$ cat src/rtl/ipv4_ttl_checksum_update.sv
// IPv4 output-port-lookup stage: holds header beat, verifies the full header checksum,
// decrements TTL with an incremental checksum rewrite, drops bad/expiring packets.
module ipv4_ttl_checksum_update #(
  parameter int C_M_AXIS_DATA_WIDTH  = 256,
  parameter int C_S_AXIS_DATA_WIDTH  = 256,
  parameter int C_M_AXIS_TUSER_WIDTH = 128,
  parameter int C_S_AXIS_TUSER_WIDTH = 128,
  parameter int FIFO_DEPTH_BITS      = 2
) (
  input  logic                                AXI_ACLK,
  input  logic                                AXI_RESETN,
  input  logic [C_S_AXIS_DATA_WIDTH-1:0]      S_AXIS_TDATA,
  input  logic [C_S_AXIS_DATA_WIDTH/8-1:0]    S_AXIS_TSTRB,
  input  logic [C_S_AXIS_TUSER_WIDTH-1:0]     S_AXIS_TUSER,
  input  logic                                S_AXIS_TVALID,
  input  logic                                S_AXIS_TLAST,
  output logic                                S_AXIS_TREADY,
  output logic [C_M_AXIS_DATA_WIDTH-1:0]      M_AXIS_TDATA,
  output logic [C_M_AXIS_DATA_WIDTH/8-1:0]    M_AXIS_TSTRB,
  output logic [C_M_AXIS_TUSER_WIDTH-1:0]     M_AXIS_TUSER,
  output logic                                M_AXIS_TVALID,
  output logic                                M_AXIS_TLAST,
  input  logic                                M_AXIS_TREADY,
  output logic [31:0]                         pkt_fwd_count,
  output logic [31:0]                         bad_csum_count,
  output logic [31:0]                         ttl_expired_count
);
  localparam int DW    = C_S_AXIS_DATA_WIDTH;
  localparam int SW    = DW / 8;
  localparam int UW    = C_S_AXIS_TUSER_WIDTH;
  localparam int EW    = 1 + UW + SW + DW;
  localparam int DEPTH = 1 << FIFO_DEPTH_BITS;
  localparam logic [FIFO_DEPTH_BITS:0] NF_LVL = (FIFO_DEPTH_BITS+1)'(DEPTH - 1);

  typedef enum logic [2:0] {S_IDLE, S_WAIT_W2, S_CALC, S_SEND_HDR, S_PASS, S_DROP} state_e;

  // ---------------- fall-through input FIFO ----------------
  logic [EW-1:0]              mem_q [DEPTH];
  logic [FIFO_DEPTH_BITS-1:0] wr_ptr_q, wr_ptr_d, rd_ptr_q, rd_ptr_d;
  logic [FIFO_DEPTH_BITS:0]   cnt_q, cnt_d;
  logic                       push, pop, empty;
  logic [EW-1:0]              head;
  logic [DW-1:0]              h_data;
  logic [SW-1:0]              h_strb;
  logic [UW-1:0]              h_user;
  logic                       h_last;

  assign S_AXIS_TREADY = (cnt_q < NF_LVL);
  assign push  = S_AXIS_TVALID & S_AXIS_TREADY;
  assign empty = (cnt_q == '0);
  assign head  = mem_q[rd_ptr_q];
  assign {h_last, h_user, h_strb, h_data} = head;

  always_ff @(posedge AXI_ACLK) begin
    if (push) mem_q[wr_ptr_q] <= {S_AXIS_TLAST, S_AXIS_TUSER, S_AXIS_TSTRB, S_AXIS_TDATA};
  end

  always_comb begin
    wr_ptr_d = push ? wr_ptr_q + 1'b1 : wr_ptr_q;
    rd_ptr_d = pop  ? rd_ptr_q + 1'b1 : rd_ptr_q;
    cnt_d    = cnt_q;
    case ({push, pop})
      2'b10:   cnt_d = cnt_q + 1'b1;
      2'b01:   cnt_d = cnt_q - 1'b1;
      default: cnt_d = cnt_q;
    endcase
  end

  // ---------------- header processing ----------------
  state_e        state_q, state_d;
  logic [15:0]   sum_q, sum_d;
  logic [DW-1:0] hold_data_q, hold_data_d;
  logic [SW-1:0] hold_strb_q, hold_strb_d;
  logic [UW-1:0] hold_user_q, hold_user_d;
  logic [31:0]   fwd_q, fwd_d, bad_q, bad_d, ttl_q, ttl_d;

  logic          is_ip;
  logic [19:0]   sum20;
  logic [16:0]   fold1;
  logic [15:0]   fold2;
  logic [15:0]   m_old, m_new, hc_new, a16, b16;
  logic [16:0]   a17, b17;

  assign is_ip = (h_data[159:144] == 16'h0800) && (h_data[143:136] == 8'h45) && !h_last;

  // Nine header words from the held beat plus the low dst-address word at the head.
  always_comb begin
    sum20 = 20'(h_data[255:240]);
    for (int i = 0; i < 9; i++) sum20 = sum20 + 20'(hold_data_q[16*i +: 16]);
    fold1 = {1'b0, sum20[15:0]} + {13'b0, sum20[19:16]};
    fold2 = fold1[15:0] + {15'b0, fold1[16]};
  end

  // Incremental update: HC' = ~(~HC + ~m + m') in ones-complement arithmetic.
  always_comb begin
    m_old  = hold_data_q[79:64];
    m_new  = {hold_data_q[79:72] - 8'd1, hold_data_q[71:64]};
    a17    = {1'b0, ~hold_data_q[63:48]} + {1'b0, ~m_old};
    a16    = a17[15:0] + {15'b0, a17[16]};
    b17    = {1'b0, a16} + {1'b0, m_new};
    b16    = b17[15:0] + {15'b0, b17[16]};
    hc_new = ~b16;
  end

  always_comb begin
    state_d     = state_q;
    sum_d       = sum_q;
    hold_data_d = hold_data_q;
    hold_strb_d = hold_strb_q;
    hold_user_d = hold_user_q;
    fwd_d       = fwd_q;
    bad_d       = bad_q;
    ttl_d       = ttl_q;
    pop         = 1'b0;
    M_AXIS_TVALID = 1'b0;
    M_AXIS_TDATA  = h_data;
    M_AXIS_TSTRB  = h_strb;
    M_AXIS_TUSER  = h_user;
    M_AXIS_TLAST  = h_last;
    case (state_q)
      S_IDLE: if (!empty) begin
        if (is_ip) begin
          hold_data_d = h_data;
          hold_strb_d = h_strb;
          hold_user_d = h_user;
          pop         = 1'b1;
          state_d     = S_WAIT_W2;
        end else begin
          state_d = S_PASS;
        end
      end
      S_WAIT_W2: if (!empty) begin
        sum_d   = fold2;
        state_d = S_CALC;
      end
      S_CALC: begin
        if (sum_q != 16'hFFFF) begin
          bad_d   = bad_q + 32'd1;
          state_d = S_DROP;
        end else if (hold_data_q[79:72] <= 8'd1) begin
          ttl_d   = ttl_q + 32'd1;
          state_d = S_DROP;
        end else begin
          hold_data_d[79:64] = m_new;
          hold_data_d[63:48] = hc_new;
          fwd_d   = fwd_q + 32'd1;
          state_d = S_SEND_HDR;
        end
      end
      S_SEND_HDR: begin
        M_AXIS_TVALID = 1'b1;
        M_AXIS_TDATA  = hold_data_q;
        M_AXIS_TSTRB  = hold_strb_q;
        M_AXIS_TUSER  = hold_user_q;
        M_AXIS_TLAST  = 1'b0;
        if (M_AXIS_TREADY) state_d = S_PASS;
      end
      S_PASS: begin
        M_AXIS_TVALID = !empty;
        if (!empty && M_AXIS_TREADY) begin
          pop = 1'b1;
          if (h_last) state_d = S_IDLE;
        end
      end
      S_DROP: if (!empty) begin
        pop = 1'b1;
        if (h_last) state_d = S_IDLE;
      end
      default: state_d = S_IDLE;
    endcase
  end

  always_ff @(posedge AXI_ACLK or negedge AXI_RESETN) begin
    if (!AXI_RESETN) begin
      state_q     <= S_IDLE;
      wr_ptr_q    <= '0;
      rd_ptr_q    <= '0;
      cnt_q       <= '0;
      sum_q       <= '0;
      hold_data_q <= '0;
      hold_strb_q <= '0;
      hold_user_q <= '0;
      fwd_q       <= '0;
      bad_q       <= '0;
      ttl_q       <= '0;
    end else begin
      state_q     <= state_d;
      wr_ptr_q    <= wr_ptr_d;
      rd_ptr_q    <= rd_ptr_d;
      cnt_q       <= cnt_d;
      sum_q       <= sum_d;
      hold_data_q <= hold_data_d;
      hold_strb_q <= hold_strb_d;
      hold_user_q <= hold_user_d;
      fwd_q       <= fwd_d;
      bad_q       <= bad_d;
      ttl_q       <= ttl_d;
    end
  end

  assign pkt_fwd_count     = fwd_q;
  assign bad_csum_count    = bad_q;
  assign ttl_expired_count = ttl_q;
endmodule

$ cat config.mk
export PLATFORM = sky130hd
export DESIGN_NAME = ipv4_ttl_checksum_update
export DESIGN_NICKNAME = d
export VERILOG_FILES = /design/src/rtl/ipv4_ttl_checksum_update.sv
export SDC_FILE = /design/constraint.sdc
export NUM_CORES = 2
export LEC_CHECK = 0
export CAP_MARGIN = 20
export CORE_ASPECT_RATIO = 1.5
export CORE_UTILIZATION = 25
export CTS_CLUSTER_DIAMETER = 100
export DETAILED_ROUTE_END_ITERATION = 7
export DONT_BUFFER_PORTS = 1
export SYNTH_ARGS = -nofsm -noshare
export SYNTH_HDL_FRONTEND = slang
export SYNTH_SLANG_ARGS = --single-unit
$ cat constraint.sdc
create_clock -name AXI_ACLK -period 33.1 [get_ports AXI_ACLK]
set_input_delay 6.62 -clock AXI_ACLK [delete_from_list [all_inputs] [get_ports AXI_ACLK]]
set_output_delay 6.62 -clock AXI_ACLK [all_outputs]
set_load 0.02 [all_outputs]
# [Word-level counts from Yosys, hierarchy flattened]
# Memory sizes are Yosys's and may differ from the RTL's.
# Cells that the tools add are included.
[totals] regBits=538 ramBits=1668 inputBits=421 output_inout_bits=515 word_cells=110 mem_count=1
[memory_table] name="mem_q" depth=4 width=417 read_ports=1 rd_clocked_by_memory_dff=0 write_ports=1 line_no="38" source="logic [EW-1:0] mem_q [DEPTH];"
[classes] n_addsub=23 order_cmp=2 n_eq_ne=18 muxes=28 n_bitwise=8 n_reduce_logical=17
[ops] operator="$mux 256" count=1
[ops] operator="$mux 80" count=2
[ops] operator="$mux 128" count=1
[ops] operator="$add 20x16->20" count=5
[ops] operator="$add 32x1->32 const B" count=3
[ops] operator="$mux 32" count=3
[ops] operator="$pmux 32 s2" count=1
[ops] operator="$add 16x16->17" count=3
[ops] operator="$add 16x1->16" count=3
[ops] operator="$not 16->16" count=3
[ops] operator="$mux 3" count=9
[ops] operator="$add 19x16->20" count=1
[ops] operator="$add 18x16->19" count=1
[ops] operator="$add 17x16->18" count=1
[ops] operator="$pmux 3 s6" count=1
[ops] operator="$add 16x4->17" count=1
[ops] operator="$eq 16x12->1 const B" count=1
[ops] operator="$ne 16x16->1 const B" count=1
[ops] operator="$ne 2x2->1 const B" count=8
[ops] operator="$reduce_and 5->1" count=2
[ops] operator="$reduce_and 3->1" count=3
[ops] operator="$eq 8x7->1 const B" count=1
[ops] operator="$le 8x1->1 const B" count=1
[ops] operator="$sub 8x1->8 const B" count=1
[ops] operator="21 further kinds" count=39

# [Logic depth before layout (Yosys ltp)]
# An unclocked memory read counts as a cell.
[depth] ltp_word=12 ltp_mapped=41 ltp_nobuf=40

# [Worst setup path before layout]
# Ideal clock, no wire load.
[synth_path] path_kind="input-to-reg" start="input S_AXIS_TVALID" end="memory mem_q[0][0] in the netlist's numbering, enable pin" setup_ns=0.837 t_arrival_ns=16.129 t_required_ns=32.263 path_slack_ns=16.134 path_stages=1 n_path_buf=0 cell_sequence="and3_1"
[synth_via] elab_chain_cells=3
[synth_lines] element="from (decl)" line_no="15" source="input logic S_AXIS_TVALID,"
[synth_lines] element="$and 1x1->1" line_no="49" source="assign push = S_AXIS_TVALID & S_AXIS_TREADY;"
[synth_lines] element="$mux 1" line_no="55" source="if (push) mem_q[wr_ptr_q] <= {S_AXIS_TLAST, S_AXIS_TUSER, S_AXIS_TSTRB, S_AXIS_TDATA};"
[synth_lines] element="$mux 1 (implied by the code)" line_no="55"
[synth_lines] element="to (decl)" line_no="38"
# No other way between the ends.

# [Worst setup path after layout]
[layout_path] start="register state_q[0]" end="output M_AXIS_TUSER[66]"
[layout_via] elab_chain_cells=2
[layout_lines] element="from (decl)" line_no="70" source="state_e state_q, state_d;"
[layout_lines] element="from (signal assigned)" line_no="187" source="state_q <= state_d;"
[layout_lines] element="$eq 3x2->1" line_no="120" source="case (state_q)"
[layout_lines] element="$mux 128" line_no="120"
[layout_lines] element="to (decl)" line_no="20" source="output logic [C_M_AXIS_TUSER_WIDTH-1:0] M_AXIS_TUSER,"
# No other way between the ends.

==> results.tsv <==
stage	metric	value	unit
run_status	outcome	finished clean	
critical_path	critical_path_peak_fanout	60	
logic_synthesis	ys_seq_area_share	68.9	%
die	die_y	746	um
global_routing	via_count_of_the_first_global_routing_pass	48500	
min_path	min_path_cells	1	
global_routing	grt_util_all_layers	14.0	%
die	pin_count	936	
logic_synthesis	number_of_warnings_reported_in_the_yosys_synthesis_log	0	
power_and_ir_drop	peakVddDrop	60.3	uV
placed_design	routabilityCongestion	0.895	
logic_synthesis	post_synth_num_cell_types	68	
critical_path	critical_path_cell_count	6	
min_path	hold_path_class	reg -> reg	
critical_path	slowest_delay	810	ps
global_routing	globalRouteMet3Util	6.43	%
die	start_util	25.2	%
clocking	post_cts_hold_buffer_count	0	
power_and_ir_drop	power.static_leakage	37.6	nW
cells_and_area	stdcell_count	10100	
cells_and_area	most_common_cell_after_layout_fill_and_taps_aside	sky130_fd_sc_hd__edfxtp_1	
route	detailedRoute.firstPassIterationCount	6	
sta	slew_limit_headroom	5.26	%
power_and_ir_drop	cellPowerDensity	80.2	nW/um^2
clocking	cts_max_path_buffers	4	
placed_design	post_dp_hpwl	187000	um
global_routing	largest_net_degree_at_the_start_of_global_routing	539	
logic_synthesis	async_reset_ff_share	24.4	%
sta	report.final.setup_viol	0	
die	die-area	372000	um^2
route	route.detailed.drc	0	
sta	timing.clock.skew	109	ps
critical_path	critical_path.n_buffers_inverters	3	
route	detail-route-antenna-nets	0	
global_routing	grt_most_used_layer	met2	
cells_and_area	mostFrequentLayoutCells	1668 x sky130_fd_sc_hd__edfxtp_1, 682 x sky130_fd_sc_hd__mux2_2, 536 x sky130_fd_sc_hd__dfrtp_1	
die	floorplan.die.width	498	um
critical_path	critical_path.startpoint_type	register	
sta	final_hold_viol_count	0	
clocking	cts.reportedPaths.clkPinSlew	60	ps
logic_synthesis	synth.top_cells.by_area	sky130_fd_sc_hd__edfxtp_1 54%, sky130_fd_sc_hd__dfrtp_1 15%, sky130_fd_sc_hd__mux4_2 10%, sky130_fd_sc_hd__mux2_2 8.3%, sky130_fd_sc_hd__fa_1 2.8%	
route	vias_per_cell	4.51	
power_and_ir_drop	report.power.total	8.46	mW
die	core-area	367000	um^2
critical_path	endpoint_kind	primary output	
clocking	cts_max_level	4	
global_routing	met1_usage	15.5	%
logic_synthesis	post-synth-top-area-fraction	54.3	%
critical_path	rr_startpoint	rd_ptr_q[1]	
critical_path	crit_slowest_cell	sky130_fd_sc_hd__buf_4	
route	route.detailed.wl_per_inst	26.3	um
cells_and_area	post_layout_nets	5719	
clocking	cts_buffers	221	
job	cap_viol_max_count	0	
critical_path	timing.critical_path.arrival	5180	ps
logic_synthesis	synth_flop_cell	sky130_fd_sc_hd__edfxtp_1	
clocking	cts_post_setup_buffers_inserted	0	
global_routing	antenna_violations_before_repair	13	
logic_synthesis	netlist_area	92300	um^2
critical_path	cp.required	26480	ps
logic_synthesis	synth_top_cell_by_area	sky130_fd_sc_hd__edfxtp_1	
cells_and_area	area_growth	14.3	%
clocking	sinks_on_clock_net	2206	
logic_synthesis	synth.avg_cell_area	18.5	um^2
route	routed_wirelength	266000	um
sta	fmax	0.0848	GHz
logic_synthesis	synth-seq-cells	2206	
sta	final_clock_period_utilization_by_the_worst_path	35.6	%
clocking	cts_tree	built	
sta	actual_transition_at_the_worst_max_transition_pin	1420	ps
critical_path	worstSetupStartpoint	state_q[0]	
placed_design	placed_cells	9654	
clocking	cts_root_buffer_type	sky130_fd_sc_hd__clkbuf_16	
critical_path	setup.worst_path.class	reg -> out	
route	num_vias	45500	
sta	grt_setup_unrepaired	no	
sta	timing.final.max_slew_violations	0	
logic_synthesis	syn_inst	4996	
min_path	holdCritStartpoint	hold_data_q[142]	
die	placementRows	272	
clocking	insertion_delay	910	ps
critical_path	worstPathCellList	nor2b_1, nand2_4, buf_4, buf_4, buf_4, mux2_2	
placed_design	port-buffer-count	0	
cells_and_area	post_route_cells_drive_above_1_share	29.3	%
sta	final.setup.tns	0	ps
global_routing	grt_pass1_wl	373000	um
critical_path	cp_common_cell	sky130_fd_sc_hd__buf_4	
logic_synthesis	synth-edff-count	1668	
global_routing	grt-ovfl-total	0	
clocking	cts.repair.resized	0	
logic_synthesis	syn_nets	5625	
critical_path	worst_path_dominant_cell_family	buffers and inverters	
global_routing	globalRouteMet2Util	23.0	%
critical_path	reg2reg_depth	39	
sta	fin_crit	11800	ps
route	drtIter0Drc	3206	
[area by class of cell]
type                            instances  area, um^2
Clock inverter                        100        1160
Clock buffer                          308        6200
Tap cell                             4795        6000
Multi-Input combinational cell       2345       26800
Inverter                              225         845
Antenna cell                           19        47.5
Timing Repair Buffer                   91         838
Fill cell                           35900      261000
Sequential cell                      2206       63600
[state kept, by name, indices dropped and copies added (netlist names), 16 cells and up]
| name | count |
|---|---|
| bad_csum_count | 32 |
| pkt_fwd_count | 32 |
| hold_data_q | 256 |
| hold_user_q | 128 |
| ttl_expired_count | 32 |
| sum_q | 16 |
| mem_q | 1668 |
| hold_strb_q | 32 |
[synth_stat cells, types with 7 or more instances]
cell and number:
sky130_fd_sc_hd__edfxtp_1 1668, sky130_fd_sc_hd__mux2_2 682, sky130_fd_sc_hd__dfrtp_1 538, sky130_fd_sc_hd__mux4_2 417, sky130_fd_sc_hd__inv_1 224, sky130_fd_sc_hd__nand2_1 221
sky130_fd_sc_hd__o21ai_0 152, sky130_fd_sc_hd__fa_1 129, sky130_fd_sc_hd__xnor2_1 116, sky130_fd_sc_hd__clkbuf_1 97, sky130_fd_sc_hd__ha_1 79, sky130_fd_sc_hd__nor2_1 78
sky130_fd_sc_hd__xor2_1 71, sky130_fd_sc_hd__buf_1 68, sky130_fd_sc_hd__a21oi_1 56, sky130_fd_sc_hd__and3_1 45, sky130_fd_sc_hd__nand3_1 45, sky130_fd_sc_hd__buf_6 32
sky130_fd_sc_hd__nand4_1 27, sky130_fd_sc_hd__nor3_1 26, sky130_fd_sc_hd__nor2b_1 24, sky130_fd_sc_hd__buf_2 20, sky130_fd_sc_hd__a21o_1 19, sky130_fd_sc_hd__a221oi_1 18
sky130_fd_sc_hd__o21a_1 14, sky130_fd_sc_hd__and2_1 8, sky130_fd_sc_hd__o21bai_1 8, sky130_fd_sc_hd__a211oi_1 7, sky130_fd_sc_hd__nand2b_1 7, sky130_fd_sc_hd__nor4_1 7
sky130_fd_sc_hd__or2_2 7
[kinds of logic after synthesis]
family / share of synthesized area [%]
muxes: 18.5
and+or+nand+nor: 2.73
buffers and inverters: 2.11
xor gates and xnor gates: 1.77
AOI/OAI and AO/OA: 2.14
adders and majority gates: 3.87
DFF: 68.9
[metrics by stage]
stage	instance area, um^2	setup WS (ps)	hold WS (ps)	utilization, %
2_1_floorplan	92300	16130	435	-
3_3_place_gp	97900	21490	450	26.7
3_5_place_dp	97900	21490	453	26.7
4_1_cts	105000	21210	469	28.7
5_1_grt	105000	21000	475	28.8
6_report	105000	21300	466	28.8
[report_power, final]
part	internal, mW	leakage [nW]	switching [mW]
clock network	1.46	3.58	1.10
registers	3.30	22.6	0.0728
logic	0.852	11.4	1.68
total	5.61	37.6	2.85
[layer usage]
metal	part of all wire [%]	wire length, um	up-vias
li1	-	-	19400
met1	37	97000	24100
met2	48	127000	1636
met3	11	29600	384
met4	4.4	11800	2
met5	0.0049	13	-
[worst paths after layout]
| path | endpoint | slack [ps] |
|---|---|---|
| worst max register to register | sum_q[7] | 22410 |
| worst max-delay path | M_AXIS_TUSER[66] | 21300 |
| worst min-delay path | hold_data_q[142] | 470 |
| worst min register to register | hold_data_q[142] | 470 |
| max in group asynchronous | hold_strb_q[30] | 25140 |
| min in group asynchronous | hold_data_q[81] | 5460 |
Power figures use the tool's default switching activity.
